[src/rtl/mips_mc_ctrl_if.sv]
// Control bundle between the multicycle MIPS controller and its datapath:
// instruction fields and memory/ALU status in, datapath and memory strobes out.
interface mips_mc_ctrl_if #(
  parameter int ALU_CTRL_W = 3
);
  logic [5:0]            opcode;
  logic [5:0]            funct;
  logic                  zero;
  logic                  mem_ready;
  logic                  pc_write;
  logic                  iord;
  logic                  mem_read;
  logic                  mem_write;
  logic                  ir_write;
  logic [1:0]            reg_dst;
  logic [1:0]            mem_to_reg;
  logic                  reg_write;
  logic                  alu_src_a;
  logic [1:0]            alu_src_b;
  logic [ALU_CTRL_W-1:0] alu_ctrl;
  logic [1:0]            pc_src;
  logic                  fault;
  logic [1:0]            fault_code;

  modport master (
    input  opcode, funct, zero, mem_ready,
    output pc_write, iord, mem_read, mem_write, ir_write, reg_dst, mem_to_reg,
           reg_write, alu_src_a, alu_src_b, alu_ctrl, pc_src, fault, fault_code
  );

  modport slave (
    output opcode, funct, zero, mem_ready,
    input  pc_write, iord, mem_read, mem_write, ir_write, reg_dst, mem_to_reg,
           reg_write, alu_src_a, alu_src_b, alu_ctrl, pc_src, fault, fault_code
  );
endinterface

[src/rtl/mips_mc_ctrl.sv]
// Multicycle MIPS control FSM with memory watchdog and sticky fault trap.
// Define MIPS_MC_JAL_EN to add the JAL state (opcode 0x03); otherwise 0x03 traps.
module mips_mc_ctrl #(
  parameter int MEM_TIMEOUT = 16,
  parameter int ALU_CTRL_W  = 3
) (
  input  logic           clk,
  input  logic           rst_n,
  mips_mc_ctrl_if.master bus
);
  localparam int CNT_W = (MEM_TIMEOUT > 1) ? $clog2(MEM_TIMEOUT + 1) : 1;
  localparam logic [CNT_W-1:0] CNT_LAST = CNT_W'((MEM_TIMEOUT > 0) ? MEM_TIMEOUT - 1 : 0);

  localparam logic [2:0] ALU_ADD = 3'b010;
  localparam logic [2:0] ALU_SUB = 3'b110;
  localparam logic [2:0] ALU_AND = 3'b000;
  localparam logic [2:0] ALU_OR  = 3'b001;
  localparam logic [2:0] ALU_SLT = 3'b111;

  typedef enum logic [3:0] {
    S_FETCH  = 4'd0,
    S_DECODE = 4'd1,
    S_MEMADR = 4'd2,
    S_MEMRD  = 4'd3,
    S_MEMWB  = 4'd4,
    S_MEMWR  = 4'd5,
    S_EXEC   = 4'd6,
    S_ALUWB  = 4'd7,
    S_BRANCH = 4'd8,
    S_ADDIEX = 4'd9,
    S_ADDIWB = 4'd10,
    S_JUMP   = 4'd11,
`ifdef MIPS_MC_JAL_EN
    S_JAL    = 4'd12,
`endif
    S_FAULT  = 4'd13
  } state_e;

  // {legal, alu op}
  function automatic logic [3:0] dec_funct(input logic [5:0] f);
    case (f)
      6'h20:   return {1'b1, ALU_ADD};
      6'h22:   return {1'b1, ALU_SUB};
      6'h24:   return {1'b1, ALU_AND};
      6'h25:   return {1'b1, ALU_OR};
      6'h2a:   return {1'b1, ALU_SLT};
      default: return 4'b0000;
    endcase
  endfunction

  state_e           state_q, state_d;
  logic [CNT_W-1:0] cnt_q, cnt_d;
  logic             fault_q, fault_d;
  logic [1:0]       fc_q, fc_d;
  logic [1:0]       trap;
  logic             wait_st;
  logic [3:0]       fdec;
  logic [2:0]       alu3;

  assign fdec = dec_funct(bus.funct);

  always_comb begin
    state_d = state_q;
    fault_d = fault_q;
    fc_d    = fc_q;
    trap    = 2'b00;
    wait_st = (state_q == S_FETCH) || (state_q == S_MEMRD) || (state_q == S_MEMWR);
    case (state_q)
      S_FETCH:  if (bus.mem_ready) state_d = S_DECODE;
      S_DECODE: begin
        case (bus.opcode)
          6'h23, 6'h2b: state_d = S_MEMADR;
          6'h00:        state_d = S_EXEC;
          6'h04:        state_d = S_BRANCH;
          6'h08:        state_d = S_ADDIEX;
          6'h02:        state_d = S_JUMP;
`ifdef MIPS_MC_JAL_EN
          6'h03:        state_d = S_JAL;
`endif
          default:      trap = 2'b01;
        endcase
      end
      S_MEMADR: state_d = (bus.opcode == 6'h2b) ? S_MEMWR : S_MEMRD;
      S_MEMRD:  if (bus.mem_ready) state_d = S_MEMWB;
      S_MEMWR:  if (bus.mem_ready) state_d = S_FETCH;
      S_EXEC:   if (fdec[3]) state_d = S_ALUWB; else trap = 2'b10;
      S_ADDIEX: state_d = S_ADDIWB;
      S_MEMWB, S_ALUWB, S_BRANCH, S_ADDIWB, S_JUMP: state_d = S_FETCH;
`ifdef MIPS_MC_JAL_EN
      S_JAL:    state_d = S_FETCH;
`endif
      default:  state_d = state_q;
    endcase
    // Watchdog: a ready arriving on the last allowed cycle still completes.
    if (wait_st && !bus.mem_ready && (MEM_TIMEOUT != 0) && (cnt_q == CNT_LAST))
      trap = 2'b11;
    if (trap != 2'b00) begin
      state_d = S_FAULT;
      fault_d = 1'b1;
      fc_d    = trap;
    end
    cnt_d = (wait_st && !bus.mem_ready && (state_d == state_q)) ? cnt_q + 1'b1 : '0;
  end

  always_ff @(posedge clk) begin
    if (!rst_n) begin
      state_q <= S_FETCH;
      cnt_q   <= '0;
      fault_q <= 1'b0;
      fc_q    <= 2'b00;
    end else begin
      state_q <= state_d;
      cnt_q   <= cnt_d;
      fault_q <= fault_d;
      fc_q    <= fc_d;
    end
  end

  always_comb begin
    bus.pc_write   = 1'b0;
    bus.iord       = 1'b0;
    bus.mem_read   = 1'b0;
    bus.mem_write  = 1'b0;
    bus.ir_write   = 1'b0;
    bus.reg_dst    = 2'b00;
    bus.mem_to_reg = 2'b00;
    bus.reg_write  = 1'b0;
    bus.alu_src_a  = 1'b0;
    bus.alu_src_b  = 2'b00;
    bus.pc_src     = 2'b00;
    alu3           = 3'b000;
    case (state_q)
      S_FETCH: begin
        bus.mem_read  = 1'b1;
        bus.alu_src_b = 2'b01;
        alu3          = ALU_ADD;
        bus.ir_write  = bus.mem_ready;
        bus.pc_write  = bus.mem_ready;
      end
      S_DECODE: begin
        bus.alu_src_b = 2'b11;
        alu3          = ALU_ADD;
      end
      S_MEMADR, S_ADDIEX: begin
        bus.alu_src_a = 1'b1;
        bus.alu_src_b = 2'b10;
        alu3          = ALU_ADD;
      end
      S_MEMRD: begin
        bus.iord     = 1'b1;
        bus.mem_read = 1'b1;
      end
      S_MEMWB: begin
        bus.reg_write  = 1'b1;
        bus.mem_to_reg = 2'b01;
      end
      S_MEMWR: begin
        bus.iord      = 1'b1;
        bus.mem_write = 1'b1;
      end
      S_EXEC: begin
        bus.alu_src_a = 1'b1;
        alu3          = fdec[2:0];
      end
      S_ALUWB: begin
        bus.reg_write = 1'b1;
        bus.reg_dst   = 2'b01;
      end
      S_BRANCH: begin
        bus.alu_src_a = 1'b1;
        alu3          = ALU_SUB;
        bus.pc_src    = 2'b01;
        bus.pc_write  = bus.zero;
      end
      S_ADDIWB: bus.reg_write = 1'b1;
      S_JUMP: begin
        bus.pc_src   = 2'b10;
        bus.pc_write = 1'b1;
      end
`ifdef MIPS_MC_JAL_EN
      // PC already holds PC+4, so it is the link value written to r31.
      S_JAL: begin
        bus.reg_write  = 1'b1;
        bus.reg_dst    = 2'b10;
        bus.mem_to_reg = 2'b10;
        bus.pc_src     = 2'b10;
        bus.pc_write   = 1'b1;
      end
`endif
      default: ;
    endcase
    bus.alu_ctrl = ALU_CTRL_W'(alu3);
    if (!rst_n) begin
      bus.pc_write  = 1'b0;
      bus.ir_write  = 1'b0;
      bus.reg_write = 1'b0;
      bus.mem_read  = 1'b0;
      bus.mem_write = 1'b0;
    end
    bus.fault      = fault_q;
    bus.fault_code = fc_q;
  end
endmodule

[src/flat_wrapper.sv]
// flat-port wrapper written by rule: the top's interface ports become plain ports
module mips_mc_ctrl_flat 
#(
  parameter int MEM_TIMEOUT = 16,
  parameter int ALU_CTRL_W  = 3
)
  (clk, rst_n, bus_opcode, bus_funct, bus_zero, bus_mem_ready, bus_pc_write, bus_iord, bus_mem_read, bus_mem_write, bus_ir_write, bus_reg_dst, bus_mem_to_reg, bus_reg_write, bus_alu_src_a, bus_alu_src_b, bus_alu_ctrl, bus_pc_src, bus_fault, bus_fault_code);
  mips_mc_ctrl_if #(.ALU_CTRL_W(ALU_CTRL_W)) bus_i ();
  input  logic clk;
  input  logic rst_n;
  input wire logic [$bits(bus_i.opcode)-1:0] bus_opcode;
  input wire logic [$bits(bus_i.funct)-1:0] bus_funct;
  input wire logic [$bits(bus_i.zero)-1:0] bus_zero;
  input wire logic [$bits(bus_i.mem_ready)-1:0] bus_mem_ready;
  output wire logic [$bits(bus_i.pc_write)-1:0] bus_pc_write;
  output wire logic [$bits(bus_i.iord)-1:0] bus_iord;
  output wire logic [$bits(bus_i.mem_read)-1:0] bus_mem_read;
  output wire logic [$bits(bus_i.mem_write)-1:0] bus_mem_write;
  output wire logic [$bits(bus_i.ir_write)-1:0] bus_ir_write;
  output wire logic [$bits(bus_i.reg_dst)-1:0] bus_reg_dst;
  output wire logic [$bits(bus_i.mem_to_reg)-1:0] bus_mem_to_reg;
  output wire logic [$bits(bus_i.reg_write)-1:0] bus_reg_write;
  output wire logic [$bits(bus_i.alu_src_a)-1:0] bus_alu_src_a;
  output wire logic [$bits(bus_i.alu_src_b)-1:0] bus_alu_src_b;
  output wire logic [$bits(bus_i.alu_ctrl)-1:0] bus_alu_ctrl;
  output wire logic [$bits(bus_i.pc_src)-1:0] bus_pc_src;
  output wire logic [$bits(bus_i.fault)-1:0] bus_fault;
  output wire logic [$bits(bus_i.fault_code)-1:0] bus_fault_code;
  assign bus_i.opcode = bus_opcode;
  assign bus_i.funct = bus_funct;
  assign bus_i.zero = bus_zero;
  assign bus_i.mem_ready = bus_mem_ready;
  assign bus_pc_write = bus_i.pc_write;
  assign bus_iord = bus_i.iord;
  assign bus_mem_read = bus_i.mem_read;
  assign bus_mem_write = bus_i.mem_write;
  assign bus_ir_write = bus_i.ir_write;
  assign bus_reg_dst = bus_i.reg_dst;
  assign bus_mem_to_reg = bus_i.mem_to_reg;
  assign bus_reg_write = bus_i.reg_write;
  assign bus_alu_src_a = bus_i.alu_src_a;
  assign bus_alu_src_b = bus_i.alu_src_b;
  assign bus_alu_ctrl = bus_i.alu_ctrl;
  assign bus_pc_src = bus_i.pc_src;
  assign bus_fault = bus_i.fault;
  assign bus_fault_code = bus_i.fault_code;
  mips_mc_ctrl #(.MEM_TIMEOUT(MEM_TIMEOUT), .ALU_CTRL_W(ALU_CTRL_W)) u_core (.clk(clk), .rst_n(rst_n), .bus(bus_i));
endmodule
[config.mk]
export PLATFORM = sky130hd
export DESIGN_NAME = mips_mc_ctrl_flat
export DESIGN_NICKNAME = d
export VERILOG_FILES = /design/src/rtl/mips_mc_ctrl_if.sv /design/src/rtl/mips_mc_ctrl.sv /design/src/flat_wrapper.sv
export SDC_FILE = /design/constraint.sdc
export NUM_CORES = 1
export LEC_CHECK = 0
export ABC_AREA = 1
export BUFFER_PORTS_ARGS = -buffer_cell sky130_fd_sc_hd__buf_2
export CAP_MARGIN = 20
export CELL_PAD_IN_SITES_DETAIL_PLACEMENT = 1
export CELL_PAD_IN_SITES_GLOBAL_PLACEMENT = 1
export CORE_MARGIN = 2
export CORE_UTILIZATION = 33
export DETAILED_ROUTE_END_ITERATION = 10
export PLACE_DENSITY_LB_ADDON = 0.08
export SLEW_MARGIN = 10
export SYNTH_ARGS = -nofsm -noshare
export SYNTH_HDL_FRONTEND = slang
export SYNTH_SLANG_ARGS = --single-unit
[constraint.sdc]
create_clock -name clk -period 1.85 [get_ports clk]
set_input_delay 0.0925 -clock clk [delete_from_list [all_inputs] [get_ports clk]]
set_output_delay 0.0925 -clock clk [all_outputs]
set_load 0.01 [all_outputs]
-- Yosys cells after proc, flatten, opt, wreduce, memory -nomap -nowiden
Cells that the tools add are included.
- word-level logic and storage cells: 77
- register bits after elaboration: 12
- output and inout port bits: 21
- bits of input ports: 16
- muxes and demuxes: 30
- add/sub/neg operators: 1
- equal/unequal tests: 23
- reductions and logical operators: 19
- operators by type and width (cell ; count):
    equality test 6 bit (second input constant) ; 7
    case mux 4 bit (5 select lines) ; 2
    case mux 4 bit (8 select lines) ; 1
    two-way mux 4 bit ; 5
    equality test 4 x 3 -> 1 bit (second input constant) ; 4
    equality test 4 bit (second input constant) ; 4
    two-way mux 1 bit ; 14
    case mux 3 bit (3 select lines) ; 1
    equality test 4 x 2 -> 1 bit (second input constant) ; 2
    case mux 2 bit (2 select lines) ; 2
    OR reduction 2 bit ; 4
    OR reduction 4 bit ; 2
    equality test 6 x 2 -> 1 bit (second input constant) ; 1
    equality test 6 x 3 -> 1 bit (second input constant) ; 1
    equality test 6 x 4 -> 1 bit (second input constant) ; 1
    logical NOT 6 bit ; 1
    case mux 2 bit (3 select lines) ; 1
    OR reduction 6 bit ; 1
    adder 5 x 1 -> 5 bit (second input constant) ; 1
    equality test 5 x 4 -> 1 bit (second input constant) ; 1
    OR reduction 5 bit ; 1
    equality test 4 x 1 -> 1 bit (second input constant) ; 1
    equality test 4 bit ; 1
    logical NOT 4 bit ; 1
    other kinds (9) ; 13

-- Logic depth before layout (Yosys ltp)
Gate-level depths: netlist of the first run.
- depth after elaboration: 11
- mapped depth: 12
- gate-level depth less buffers: 12

-- Worst setup path after synthesis of the first run
Ideal clock, no wire load.
- path kind: register to register
- from: register u_core.cnt_q[0]
- to: register u_core.cnt_q[0]
- arrival: 1.521 ns
- clock period less this slack: 1.586 ns
- path slack: 0.264 ns
- buffers on the path: 0
- library setup time: 0.065 ns
- data required time: 1.785 ns
- cell stages (with the launch flop): 11
- cell sequence: dfxtp_1 > ha_1 > and3_1 > ha_1 > nand3_2 > nand2_4 > nor2_8 > nand2_2 > a21oi_2 > nand3_2 > nor2_1
- word-level cells in the longest chain between the ends: 8
- elaborated cells between the ends (all ways): 9
- classes of those cells: add/sub (1); eq/ne (2); mux (2); reduce/logical (4)
- ends and longest elaborated chain (element ; RTL line ; RTL):
    from (decl) ; mips_mc_ctrl.sv:52 ; logic [CNT_W-1:0] cnt_q, cnt_d;
    from (signal assigned) ; mips_mc_ctrl.sv:113 ; cnt_q <= cnt_d;
    equality test 5 x 4 -> 1 bit ; mips_mc_ctrl.sv:95 ; if (wait_st && !bus.mem_ready && (MEM_TIMEOUT != 0) && (cnt_q == CNT_LAST))
    logical AND 1 bit ; mips_mc_ctrl.sv:95 ;
    two-way mux 2 bit ; mips_mc_ctrl.sv:95 ;
    nonzero test 2 bit ; mips_mc_ctrl.sv:97 ; if (trap != 2'b00) begin
    two-way mux 4 bit ; mips_mc_ctrl.sv:97 ;
    equality test 4 bit ; mips_mc_ctrl.sv:102 ; cnt_d = (wait_st && !bus.mem_ready && (state_d == state_q)) ? cnt_q + 1'b1 : '0;
    logical AND 1 bit ; mips_mc_ctrl.sv:102 ;
    AND reduction 2 bit (no line) ; - ;
Several ways; a longest one is shown, not always the timed one.
A chain may end at the register's enable or synchronous reset.

-- Final worst setup path of the first run
- from: register u_core.state_q[2]
- to: output bus_alu_ctrl[1]
- word-level cells in the longest chain between the ends: 3
- elaborated cells between the ends (all ways): 8
- classes of those cells: eq/ne (5); mux (1); reduce/logical (2)
- ends and longest elaborated chain (element ; RTL line ; RTL):
    from (decl) ; mips_mc_ctrl.sv:51 ; state_e state_q, state_d;
    from (signal assigned) ; mips_mc_ctrl.sv:112 ; state_q <= state_d;
    equality test 4 x 1 -> 1 bit (tied with other cells) ; mips_mc_ctrl.sv:132 ; case (state_q)
    OR reduction 4 bit (no line) ; - ;
    case mux 3 bit (3 select lines) (*) ; mips_mc_ctrl.sv:132 ;
    to (decl) ; flat_wrapper.sv:25 ; output wire logic [$bits(bus_i.alu_ctrl)-1:0] bus_alu_ctrl;
Mark *: on every way between the ends. The rest lies on a longest branch, timed or not.

==> impl_table.tex, run 1 <==
\begin{tabular}{lr}
\hline
Metric & Value \\
\hline
\multicolumn{2}{l}{\textbf{Drt}} \\
Via total after detailed routing & 1,325 \\
WL/cell & $\sim$13 um \\
DR iter-0 viols & 52 \\
Final routed DRC violation total & 0 \\
Overall routed net length & 3630 um \\
Number of vias per cell & 4.89 \\
Number of iterations in the first detailed-routing pass & 4 \\
Count of antenna-violating nets left after detailed routing & 0 \\
\multicolumn{2}{l}{\textbf{Logic synthesis}} \\
Number of storage elements in the synthesis netlist & 12 \\
Async S/R FF share, synth & 0\% \\
Yosys synthesis warning count & 0 \\
Cell taking the most area after synthesis & dfxtp\_1 \\
Synthesized area & approximately 1100 um2 \\
Post-Syn Area per Cell & 6.22 um2 \\
Primary flip-flop cell chosen by synthesis mapping & dfxtp\_1 \\
Top cell type's share of synthesized area & 21.8\% \\
Most frequently used cell type in the post-synthesis netlist & nor2\_1 \\
Number of instances in the synthesized netlist & 177 \\
Number of enable flip-flop cells after synthesis & 0 \\
Most used standard cells in the synthesized netlist & 36 x nor2\_1, 25 x inv\_1, 25 x nand2\_1, 19 x nand3\_1, 12 x dfxtp\_1 \\
Cell types occupying the most area after synthesis & dfxtp\_1 22\%, nor2\_1 12\%, nand3\_1 8.6\%, inv\_1 8.5\%, nand2\_1 8.5\% \\
Register area share after synthesis & 21.8\% \\
Distinct cells, synth & 31 \\
\multicolumn{2}{l}{\textbf{Final layout}} \\
Share of final-layout standard cells stronger than drive strength 1 & between 40\% and 50\% \\
Layout Nets & 246 \\
Total inserted antenna cells & 0 \\
Post-synthesis to final-layout area growth & 41.5\% \\
Final core utilization & about half \\
\multicolumn{2}{l}{\textbf{Global routing}} \\
GRT overflow & 0 \\
Overall fraction of global-route tracks in use & 19.6\% \\
Initial antenna violation count & 0 \\
Largest net degree at the start of global routing & 9 \\
First-pass GRT wire length & 5630 um \\
Via count of the first global-routing pass & 1,329 \\
\multicolumn{2}{l}{\textbf{Worst setup path}} \\
Slowest cell on the critical path & or4\_1 \\
Critical path capture point & bus\_alu\_ctrl[1] \\
Category of the worst setup path launch point & flop \\
Ordered cell list for the critical path & buf\_4 > nand2\_4 > nor2\_4 > inv\_2 > o21ai\_2 > or4\_1 > buf\_2 \\
Highest net fanout along the worst path & 5 \\
Worst Setup End Kind & primary output \\
Worst R2R Start & u\_core.cnt\_q[1]\$\_SDFF\_PN0\_ \\
Reg2Reg Setup Slack & $\sim$90 ps \\
Critical path startpoint & u\_core.state\_q[2]\$\_SDFF\_PN0\_ \\
Arrival @ worst endpoint & 1710 ps \\
Maximum single-stage delay on the critical path & 500 ps \\
Worst R2R Path Depth & 10 \\
Capture point of the worst reg-to-reg path & u\_core.cnt\_q[4]\$\_SDFF\_PN0\_ \\
Crit Path Category & flop to primary output \\
Data required time of the worst path & 1760 ps \\
\multicolumn{2}{l}{\textbf{Worst hold path}} \\
Class of the tightest hold or removal check & input pin to flop \\
Hold Crit Depth & 3 \\
Worst hold start & rst\_n \\
\multicolumn{2}{l}{\textbf{Clock tree}} \\
Max clock buf depth & 2 \\
Clock network latency to the later pin of the worst-skew pair & 280 ps \\
Sink count of the clock tree & 12 \\
Register clock-pin slew on the reported worst setup and hold paths & 80 ps \\
Count of H-tree levels built during CTS & 1 \\
Clock buffers created by TritonCTS & 3 \\
TritonCTS clock tree & done \\
Root buffer selected by CTS & clkbuf\_4 \\
Hold-fix buffers, CTS & 0 \\
\multicolumn{2}{l}{\textbf{Place}} \\
Buffers added on ports & 34 \\
Placer's final routability congestion estimate & 0.877 \\
Final HPWL from detailed placement & 2760 um \\
\multicolumn{2}{l}{\textbf{STA}} \\
Final setup fails & 0 \\
Max Clk Rate & 0.556 GHz \\
Number of hold-slack violations in the final timing report & 0 \\
Post-Route Skew & 8.12 ps \\
Final Critical Period & roughly 1800 ps \\
Final worst-path cycle share & 97.3\% \\
Final Slew Violations & 0 \\
Setup repair after global routing missed its margin & yes \\
Final TNS setup & 0 ps \\
Worst hold slack after final layout & around 130 ps \\
\multicolumn{2}{l}{\textbf{Floorplanning}} \\
Std-Cell Core Area & 3100 um2 \\
Number of top-level pins & 37 \\
Overall die area & 3810 um2 \\
FP Rows & 20 \\
Die span in x & between 60 and 70 um \\
Height of the chip & 61.8 um \\
Initial Util & between 30\% and 40\% \\
\multicolumn{2}{l}{\textbf{Power}} \\
Max IR drop VDD & around 490 uV \\
Total leakage power & 0.826 nW \\
Total power density per cell area & 1220 nW/um2 \\
\multicolumn{2}{l}{\textbf{Job}} \\
Count of max-cap constraint violations & 0 \\
\multicolumn{2}{l}{\textbf{Status}} \\
Outcome & complete, no violations \\
\hline
\end{tabular}
-- where the power goes --
group,switching (mW),internal [mW]
Sequential,0.0969,0.336
Clock,0.0936,0.120
Combinational,0.754,0.506
-- worst min path at each step --
stage                                                        to  slack, ps
after floorplan           u_core.bus.fault_code[0]$_SDFFE_PN0N_        190
final                     u_core.bus.fault_code[0]$_SDFFE_PN0N_        130
after CTS                 u_core.bus.fault_code[0]$_SDFFE_PN0N_        110
after global routing      u_core.bus.fault_code[0]$_SDFFE_PN0N_        120
after detailed placement  u_core.bus.fault_code[0]$_SDFFE_PN0N_        410
after global placement    u_core.bus.fault_code[0]$_SDFFE_PN0N_        410
-- cells in the final DEF, fill, tap and decap left out, types with 5 or more instances in the layout --
master,n
nand2_2,5
buf_2,34
nor2_2,8
a21oi_1,8
nand2_1,22
inv_1,22
nand2_4,6
nand3_1,19
inv_2,7
buf_4,13
dfxtp_1,6
nor2_1,31
-- layer usage --
| layer | GRT usage [%] | share of wire (%) | vias up |
|---|---|---|---|
| li1 | - | - | 661 |
| met1 | 23.1 | 42 | 623 |
| met2 | 36.5 | 53 | 34 |
| met3 | 2.07 | 3.4 | 7 |
| met4 | 6.69 | 2.0 | 0 |
| met5 | 0 | 0 | - |
-- cells by family after synthesis --
| kind of cell | after synthesis | synth area share, % |
|---|---|---|
| other | 1 | 0.341 |
| adder cells (fa/ha/maj) | 2 | 2.27 |
| buffers and inverters | 34 | 12.3 |
| flip-flops | 12 | 21.8 |
| AO/OA/AOI/OAI | 17 | 9.09 |
| XOR/XNOR | 2 | 1.59 |
| AND/OR/NAND/NOR | 109 | 52.6 |
-- sequential cells by signal, summed over array words and instances, names as in the netlist --
signal and cells:
u_core.state_q 4, u_core.bus.fault_code 2, u_core.cnt_q 5, u_core.bus.fault 1
-- what timing repair did --
item / in CTS / in global routing
setup buffers: 3 / 10
endpoints found under the setup margin: 1 / 6
resized for setup: 17 / 20
pin swaps: 4 / 15
-- stage by stage --
| step | std cells | setup WS [ps] | power [mW] | cell area (um2) |
|---|---|---|---|---|
| 2_1_floorplan | 178 | 264 | 1.10 | 1100 |
| 3_3_place_gp | 254 | 129 | 1.38 | 1320 |
| 3_5_place_dp | 254 | 47.0 | 1.41 | 1320 |
| 4_1_cts | 261 | 6.45 | 1.72 | 1420 |
| 5_1_grt | 271 | -72.7 | 2.06 | 1560 |
| 6_report | 271 | 50.2 | 1.91 | 1560 |
-- critical path: cells and delay by family, from the launching register on --
family | cells | cell delay [ps]
flip-flops | 1 | 370
AND/OR/NAND/NOR | 3 | 620
buffers and inverters | 3 | 370
AO/OA/AOI/OAI | 1 | 60
-- final cells by class --
class                           count  area (um2)
Inverter                           32         128
Tap cell                           44        55.1
Multi-Input combinational cell    132         813
Clock buffer                        4        36.3
Timing Repair Buffer               47         268
Fill cell                         449        1550
Sequential cell                    12         258
No activity file was read; power rests on OpenSTA's default activity.
==> run 2: changes to the inputs <==
--- a/config.mk
+++ b/config.mk
@@ -10,8 +10,10 @@
 export CAP_MARGIN = 20
 export CELL_PAD_IN_SITES_DETAIL_PLACEMENT = 1
 export CELL_PAD_IN_SITES_GLOBAL_PLACEMENT = 1
+export CORE_ASPECT_RATIO = 0.5
 export CORE_MARGIN = 2
-export CORE_UTILIZATION = 33
+export CORE_UTILIZATION = 35
+export CTS_BUF_LIST = sky130_fd_sc_hd__clkbuf_4 sky130_fd_sc_hd__clkbuf_8
 export DETAILED_ROUTE_END_ITERATION = 10
 export PLACE_DENSITY_LB_ADDON = 0.08
 export SLEW_MARGIN = 10
==> run 2 against run 1 <==
Critical path depth unchanged. Sequential cell count unchanged. Clock-buffer cell count did not move. First-iteration DRC count shrank 9.6%. Critical endpoint unchanged. Largest cell class unchanged.
==> impl_table.tex, run 2 (synthesis gave the netlist of run 1 again) <==
\begin{tabular}{lr}
\hline
Metric & Value \\
\hline
\multicolumn{2}{l}{\textbf{Status}} \\
Outcome & complete, no violations \\
\multicolumn{2}{l}{\textbf{STA}} \\
Final Slew Violations & 0 \\
Final Critical Period & 1800 ps \\
Post-Route Skew & 4.84 ps \\
Max Clk Rate & $\sim$0.56 GHz \\
Setup repair after global routing missed its margin & yes \\
Final setup fails & 0 \\
Final worst-path cycle share & 97.4\% \\
Number of hold-slack violations in the final timing report & 0 \\
\multicolumn{2}{l}{\textbf{Floorplanning}} \\
Initial Util & 36.8\% \\
FP Rows & 14 \\
Overall die area & 3640 um2 \\
Die span in x & approximately 83 um \\
Height of the chip & 43.7 um \\
Number of top-level pins & 37 \\
Std-Cell Core Area & 3000 um2 \\
\multicolumn{2}{l}{\textbf{Clock tree}} \\
Register clock-pin slew on the reported worst setup and hold paths & about 60 ps \\
Sink count of the clock tree & 12 \\
Clock buffers created by TritonCTS & 3 \\
TritonCTS clock tree & done \\
Count of H-tree levels built during CTS & 1 \\
Hold-fix buffers, CTS & 0 \\
Max clock buf depth & 2 \\
Root buffer selected by CTS & clkbuf\_8 \\
Clock network latency to the later pin of the worst-skew pair & 250 ps \\
\multicolumn{2}{l}{\textbf{Place}} \\
Final HPWL from detailed placement & 2710 um \\
Dpl cells & 251 \\
Placer's final routability congestion estimate & 0.854 \\
Buffers added on ports & 34 \\
\multicolumn{2}{l}{\textbf{Worst setup path}} \\
Arrival @ worst endpoint & 1710 ps \\
Worst R2R Path Depth & 11 \\
Critical path startpoint & u\_core.state\_q[1]\$\_SDFF\_PN0\_ \\
Category of the worst setup path launch point & flop \\
Capture point of the worst reg-to-reg path & u\_core.cnt\_q[2]\$\_SDFF\_PN0\_ \\
Maximum single-stage delay on the critical path & about 500 ps \\
Reg2Reg Setup Slack & about 70 ps \\
Crit Path Category & flop to primary output \\
Data required time of the worst path & between 1500 and 2000 ps \\
Ordered cell list for the critical path & inv\_2 > nand2\_2 > nor2\_2 > nor2\_4 > nand2\_1 > or4\_1 > buf\_2 \\
Slowest cell on the critical path & or4\_1 \\
Highest net fanout along the worst path & 6 \\
Worst Setup End Kind & primary output \\
Worst R2R Start & u\_core.cnt\_q[0]\$\_SDFF\_PN0\_ \\
Critical path capture point & bus\_alu\_ctrl[1] \\
\multicolumn{2}{l}{\textbf{Global routing}} \\
Initial antenna violation count & 0 \\
First-pass GRT wire length & $\sim$5300 um \\
GRT overflow & 0 \\
Via count of the first global-routing pass & 1,161 \\
Largest net degree at the start of global routing & 9 \\
Overall fraction of global-route tracks in use & approximately a fifth \\
\multicolumn{2}{l}{\textbf{Drt}} \\
Final routed DRC violation total & 0 \\
DR iter-0 viols & 47 \\
Number of iterations in the first detailed-routing pass & 4 \\
Via total after detailed routing & between 1k and 1.5k \\
Count of antenna-violating nets left after detailed routing & 0 \\
Overall routed net length & 3450 um \\
WL/cell & 13.2 um \\
Number of vias per cell & 4.82 \\
\multicolumn{2}{l}{\textbf{Power}} \\
Max IR drop VDD & 614 uV \\
Total leakage power & 0.807 nW \\
Overall Power & 1.93 mW \\
Total power density per cell area & 1270 nW/um2 \\
\multicolumn{2}{l}{\textbf{Final layout}} \\
Final core utilization & around half \\
Post-synthesis to final-layout area growth & 37.2\% \\
\# fillers & between 400 and 500 \\
Most common library cell in the layout ignoring fill and taps & buf\_2 \\
Finished Layout Cells & 261 \\
Share of final-layout standard cells stronger than drive strength 1 & about 42\% \\
Layout Nets & between 200 and 250 \\
Largest register FFs & 5 \\
Largest Register & u\_core.cnt\_q \\
Total inserted antenna cells & 0 \\
Commonest non-fill, non-tap cells in the layout & 34 x buf\_2, 32 x nor2\_1, 23 x inv\_1, 19 x nand2\_1, 19 x nand3\_1 \\
\multicolumn{2}{l}{\textbf{Worst hold path}} \\
Class of the tightest hold or removal check & input pin to flop \\
\multicolumn{2}{l}{\textbf{Job}} \\
Count of max-cap constraint violations & 0 \\
\hline
\end{tabular}
## run 2: cell count changes in the layout (fill, tap and decap cells not counted), moves of 2 or more
cell and delta:
buf_4 -6, nand2_2 +4, clkbuf_4 -3, clkbuf_8 +3, nand2_1 -3, dfxtp_1 +2
dfxtp_2 -2, nor2_2 -2
## run 2: routing by layer
layer / global-route usage, % / up-vias / part of all wire [%] / wire, um
met5: 0 / - / 0 / 0
met4: 5.90 / 0 / 0.98 / 34
met3: 4.00 / 4 / 4.0 / 139
met2: 31.5 / 21 / 45 / 1540
met1: 25.5 / 582 / 50 / 1740
li1: - / 651 / - / -
## run 2: stage by stage
stage                     instance area, um2  setup TNS [ps]  hold WS, ps  setup slack (ps)
after global placement                  1320               0          409              99.4
final                                   1510               0          157              48.7
after floorplan                         1100               0          190               264
after global routing                    1510            -149          172             -38.0
after CTS                               1390               0          151              3.15
after detailed placement                1320               0          415              84.1
## run 2: worst min-delay path by stage
| stage | start | end | cells after the start |
|---|---|---|---|
| detailed placement | rst_n | u_core.bus.fault_code[0]$_SDFFE_PN0N_ | 3 |
| floorplan | rst_n | u_core.bus.fault_code[0]$_SDFFE_PN0N_ | 2 |
| global route | rst_n | u_core.bus.fault_code[0]$_SDFFE_PN0N_ | 3 |
| finish | rst_n | u_core.bus.fault_code[0]$_SDFFE_PN0N_ | 3 |
| CTS | rst_n | u_core.bus.fault_code[0]$_SDFFE_PN0N_ | 3 |
| global placement | rst_n | u_core.bus.fault_code[0]$_SDFFE_PN0N_ | 3 |
## run 2: layout make-up
class	instances	area, um2	share of cell area, %
multi-input cells	132	802	53.1
clock buffers	4	55.1	3.65
flip-flops and latches	12	255	16.9
well taps	40	50.0	3.31
inverters	32	125	8.28
repair buffers	41	223	14.7
## run 2: where the power goes
group          internal [mW]  switching [mW]  leakage (nW)
sequential             0.335          0.0874         0.101
combinational          0.465           0.746         0.678
clock                  0.188           0.104        0.0288
total                  0.989           0.937         0.807
## run 2: critical path: cells and delay by family, from the launching register on
family | cells | cell delay (ps)
buf+inv | 2 | 220
flops | 1 | 400
simple gates | 5 | 840
## run 2: repair_timing
item                                    in CTS  in global routing
cloned                                       0                  0
hold endpoints to repair                     0                  0
buffers inserted                             0                  6
resized for setup                            9                 24
pin swaps                                    0                  8
endpoints found under the setup margin       1                  6
==> run 3: changes to the inputs <==
--- a/config.mk
+++ b/config.mk
@@ -5,15 +5,16 @@
 export SDC_FILE = /design/constraint.sdc
 export NUM_CORES = 1
 export LEC_CHECK = 0
-export ABC_AREA = 1
+export ABC_AREA = 0
 export BUFFER_PORTS_ARGS = -buffer_cell sky130_fd_sc_hd__buf_2
 export CAP_MARGIN = 20
 export CELL_PAD_IN_SITES_DETAIL_PLACEMENT = 1
 export CELL_PAD_IN_SITES_GLOBAL_PLACEMENT = 1
 export CORE_ASPECT_RATIO = 0.5
 export CORE_MARGIN = 2
-export CORE_UTILIZATION = 35
+export CORE_UTILIZATION = 36
 export CTS_BUF_LIST = sky130_fd_sc_hd__clkbuf_4 sky130_fd_sc_hd__clkbuf_8
+export CTS_CLUSTER_SIZE = 20
 export DETAILED_ROUTE_END_ITERATION = 10
 export PLACE_DENSITY_LB_ADDON = 0.08
 export SLEW_MARGIN = 10
==> run 3 against run 2 <==
Synthesized area decreased by 2.4%. Critical path type unchanged. Clock power decreased by 23%. Cell count decreased by 20%.
==> impl_table.tex, run 3 <==
\begin{tabular}{lr}
\hline
Metric & Value \\
\hline
\multicolumn{2}{l}{\textbf{Clock tree}} \\
Post-CTS setup repair buffer count & 0 \\
Root buffer selected by CTS & clkbuf\_8 \\
Clock network latency to the later pin of the worst-skew pair & 230 ps \\
Clock buffers created by TritonCTS & 3 \\
TritonCTS clock tree & done \\
Register clock-pin slew on the reported worst setup and hold paths & approximately 50 ps \\
Max clock buf depth & 2 \\
Hold-fix buffers, CTS & 0 \\
Sink count of the clock tree & 12 \\
Count of H-tree levels built during CTS & 1 \\
CTS-repair resized insts & 0 \\
\multicolumn{2}{l}{\textbf{STA}} \\
Final Slew Violations & 0 \\
Post-Route Skew & between 3 and 4 ps \\
Relative slew slack & 62.9\% \\
Final setup fails & 0 \\
Slew at the pin closest to its max-slew limit & 555 ps \\
Number of hold-slack violations in the final timing report & 0 \\
Final worst-path cycle share & 93.0\% \\
Max Clk Rate & 0.581 GHz \\
Final TNS setup & 0 ps \\
Post-route worst setup slack & 129 ps \\
Setup repair after global routing missed its margin & no \\
Final Critical Period & between 1500 and 2000 ps \\
\multicolumn{2}{l}{\textbf{Drt}} \\
Number of iterations in the first detailed-routing pass & 4 \\
Count of antenna-violating nets left after detailed routing & 0 \\
DR iter-0 viols & 73 \\
WL/cell & 14.4 um \\
Final routed DRC violation total & 0 \\
Overall routed net length & between 3000 and 4000 um \\
Number of vias per cell & 5.46 \\
Via total after detailed routing & 1,147 \\
\multicolumn{2}{l}{\textbf{Power}} \\
Total leakage power & 0.589 nW \\
Overall Power & 1.18 mW \\
Clock group share of total power & about a fifth \\
Total power density per cell area & 891 nW/um2 \\
Part of the total power dissipated in sequential elements & 31.0\% \\
Max IR drop VDD & 624 uV \\
Power dissipated by switching net loads & 474 uW \\
Sw Share & 40.2\% \\
Comb pwr share & 49.9\% \\
Internal power & between 700 and 800 uW \\
\multicolumn{2}{l}{\textbf{Floorplanning}} \\
Die span in x & 81.3 um \\
Overall die area & 3460 um2 \\
FP Rows & 13 \\
Number of top-level pins & 37 \\
Height of the chip & between 40 and 50 um \\
Initial Util & 39.6\% \\
Std-Cell Core Area & 2720 um2 \\
\multicolumn{2}{l}{\textbf{Logic synthesis}} \\
Primary flip-flop cell chosen by synthesis mapping & dfxtp\_1 \\
Cell types occupying the most area after synthesis & dfxtp\_1 22\%, nor2\_1 7.0\%, o31a\_1 4.1\%, buf\_2 3.3\%, o21ai\_0 3.3\% \\
Most used standard cells in the synthesized netlist & 20 x nor2\_1, 12 x dfxtp\_1, 8 x nand2\_1, 7 x buf\_2, 7 x o21ai\_0 \\
Number of instances in the synthesized netlist & 140 \\
Distinct cells, synth & 49 \\
Number of enable flip-flop cells after synthesis & 0 \\
Synthesized area & between 1000 and 1500 um2 \\
Async S/R FF share, synth & 0\% \\
Top cell type's share of synthesized area & 22.4\% \\
Number of storage elements in the synthesis netlist & 12 \\
Most frequently used cell type in the post-synthesis netlist & nor2\_1 \\
Post-Syn Area per Cell & 7.68 um2 \\
Yosys synthesis warning count & 0 \\
Register area share after synthesis & 22.4\% \\
Cell taking the most area after synthesis & dfxtp\_1 \\
\multicolumn{2}{l}{\textbf{Worst setup path}} \\
Crit Path Category & flop to primary output \\
Worst Setup End Kind & primary output \\
Highest net fanout along the worst path & 10 \\
Critical path startpoint & u\_core.state\_q[1]\$\_SDFF\_PN0\_ \\
Arrival @ worst endpoint & roughly 1600 ps \\
Worst R2R Start & u\_core.state\_q[0]\$\_SDFF\_PN0\_ \\
Data required time of the worst path & 1760 ps \\
Category of the worst setup path launch point & flop \\
\multicolumn{2}{l}{\textbf{Final layout}} \\
Finished Layout Cells & 210 \\
Post-synthesis to final-layout area growth & 23.2\% \\
Largest Register & u\_core.cnt\_q \\
Commonest non-fill, non-tap cells in the layout & 34 x buf\_2, 20 x nor2\_1, 12 x dfxtp\_1, 8 x nand2\_1, 7 x o21ai\_0 \\
Most common library cell in the layout ignoring fill and taps & buf\_2 \\
Layout Nets & 193 \\
Share of final-layout standard cells stronger than drive strength 1 & 29.5\% \\
Total inserted antenna cells & 0 \\
Largest register FFs & 5 \\
\multicolumn{2}{l}{\textbf{Place}} \\
Placer's final routability congestion estimate & about 0.79 \\
Buffers added on ports & 34 \\
Dpl cells & between 200 and 250 \\
Final HPWL from detailed placement & 2410 um \\
Dpl ws & 203 ps \\
\multicolumn{2}{l}{\textbf{Worst hold path}} \\
Class of the tightest hold or removal check & input pin to flop \\
Worst hold start & rst\_n \\
\multicolumn{2}{l}{\textbf{Global routing}} \\
First-pass GRT wire length & 4690 um \\
Overall fraction of global-route tracks in use & between 15 and 20\% \\
Via count of the first global-routing pass & 973 \\
Largest net degree at the start of global routing & 19 \\
Initial antenna violation count & 0 \\
GRT overflow & 0 \\
\multicolumn{2}{l}{\textbf{Status}} \\
Outcome & complete, no violations \\
\multicolumn{2}{l}{\textbf{Job}} \\
Count of max-cap constraint violations & 0 \\
\hline
\end{tabular}
==> run 3: logic make-up (layout without fill, tap and decap cells) <==
family / after synthesis / after routing / synth area share (%)
adder cells (fa/ha/maj): 3 / 3 / 3.38
flip-flops: 12 / 12 / 22.4
AND/OR/NAND/NOR: 69 / 69 / 37.4
AO/OA/AOI/OAI: 31 / 31 / 22.5
buffers and inverters: 16 / 48 / 7.10
XOR/XNOR: 5 / 5 / 4.07
multiplexers: 3 / 3 / 2.91
other: 1 / 2 / 0.349
==> run 3: metal layers <==
layer	track usage, %	wire length [um]	share of wire [%]	vias up
li1	-	-	-	579
met1	27.4	1670	55	536
met2	23.9	1180	39	28
met3	1.51	138	4.6	4
met4	5.08	29	0.96	0
met5	0	0	0	-
==> run 3: path summary, 6_finish.rpt <==
path / end / slack [ps] / depth (start not counted)
hold / removal: u_core.state_q[3]$_SDFF_PN0_ / 210 / 2
setup / recovery: bus_reg_write / 130 / 5
hold reg to reg: u_core.cnt_q[0]$_SDFF_PN0_ / 450 / 1
setup reg to reg: u_core.state_q[2]$_SDFF_PN0_ / 180 / 4
==> run 3: worst max-delay path, stage by stage (launching register included) <==
cell and delay, ps:
dfxtp_1 510, buf_4 230, mux2_2 340, nor2_1 90, o21a_1 110, buf_2 120
==> run 3: area by class of cell <==
type / instances / area, um2
tap: 37 / 46.3
fill: 369 / 1390
inverter: 5 / 18.8
multi-input combinational: 113 / 762
sequential: 12 / 240
clock buffer: 3 / 41.3
timing repair buffer: 40 / 215
==> run 3: power by group through the flow <==
stage | sequential [mW] | combinational [mW] | clock (mW)
2_1_floorplan | 0.326 | 0.431 | 0
6_report | 0.366 | 0.588 | 0.225
4_1_cts | 0.364 | 0.594 | 0.233
5_1_grt | 0.375 | 0.654 | 0.248
3_3_place_gp | 0.368 | 0.581 | 0
3_5_place_dp | 0.369 | 0.591 | 0
==> run 3: through the flow <==
stage	util, %	cell area [um2]	hold WS, ps
after floorplan	-	1080	303
after global placement	47.2	1280	432
after detailed placement	47.2	1280	444
after CTS	48.7	1320	208
after global routing	48.7	1320	226
final	48.7	1320	208
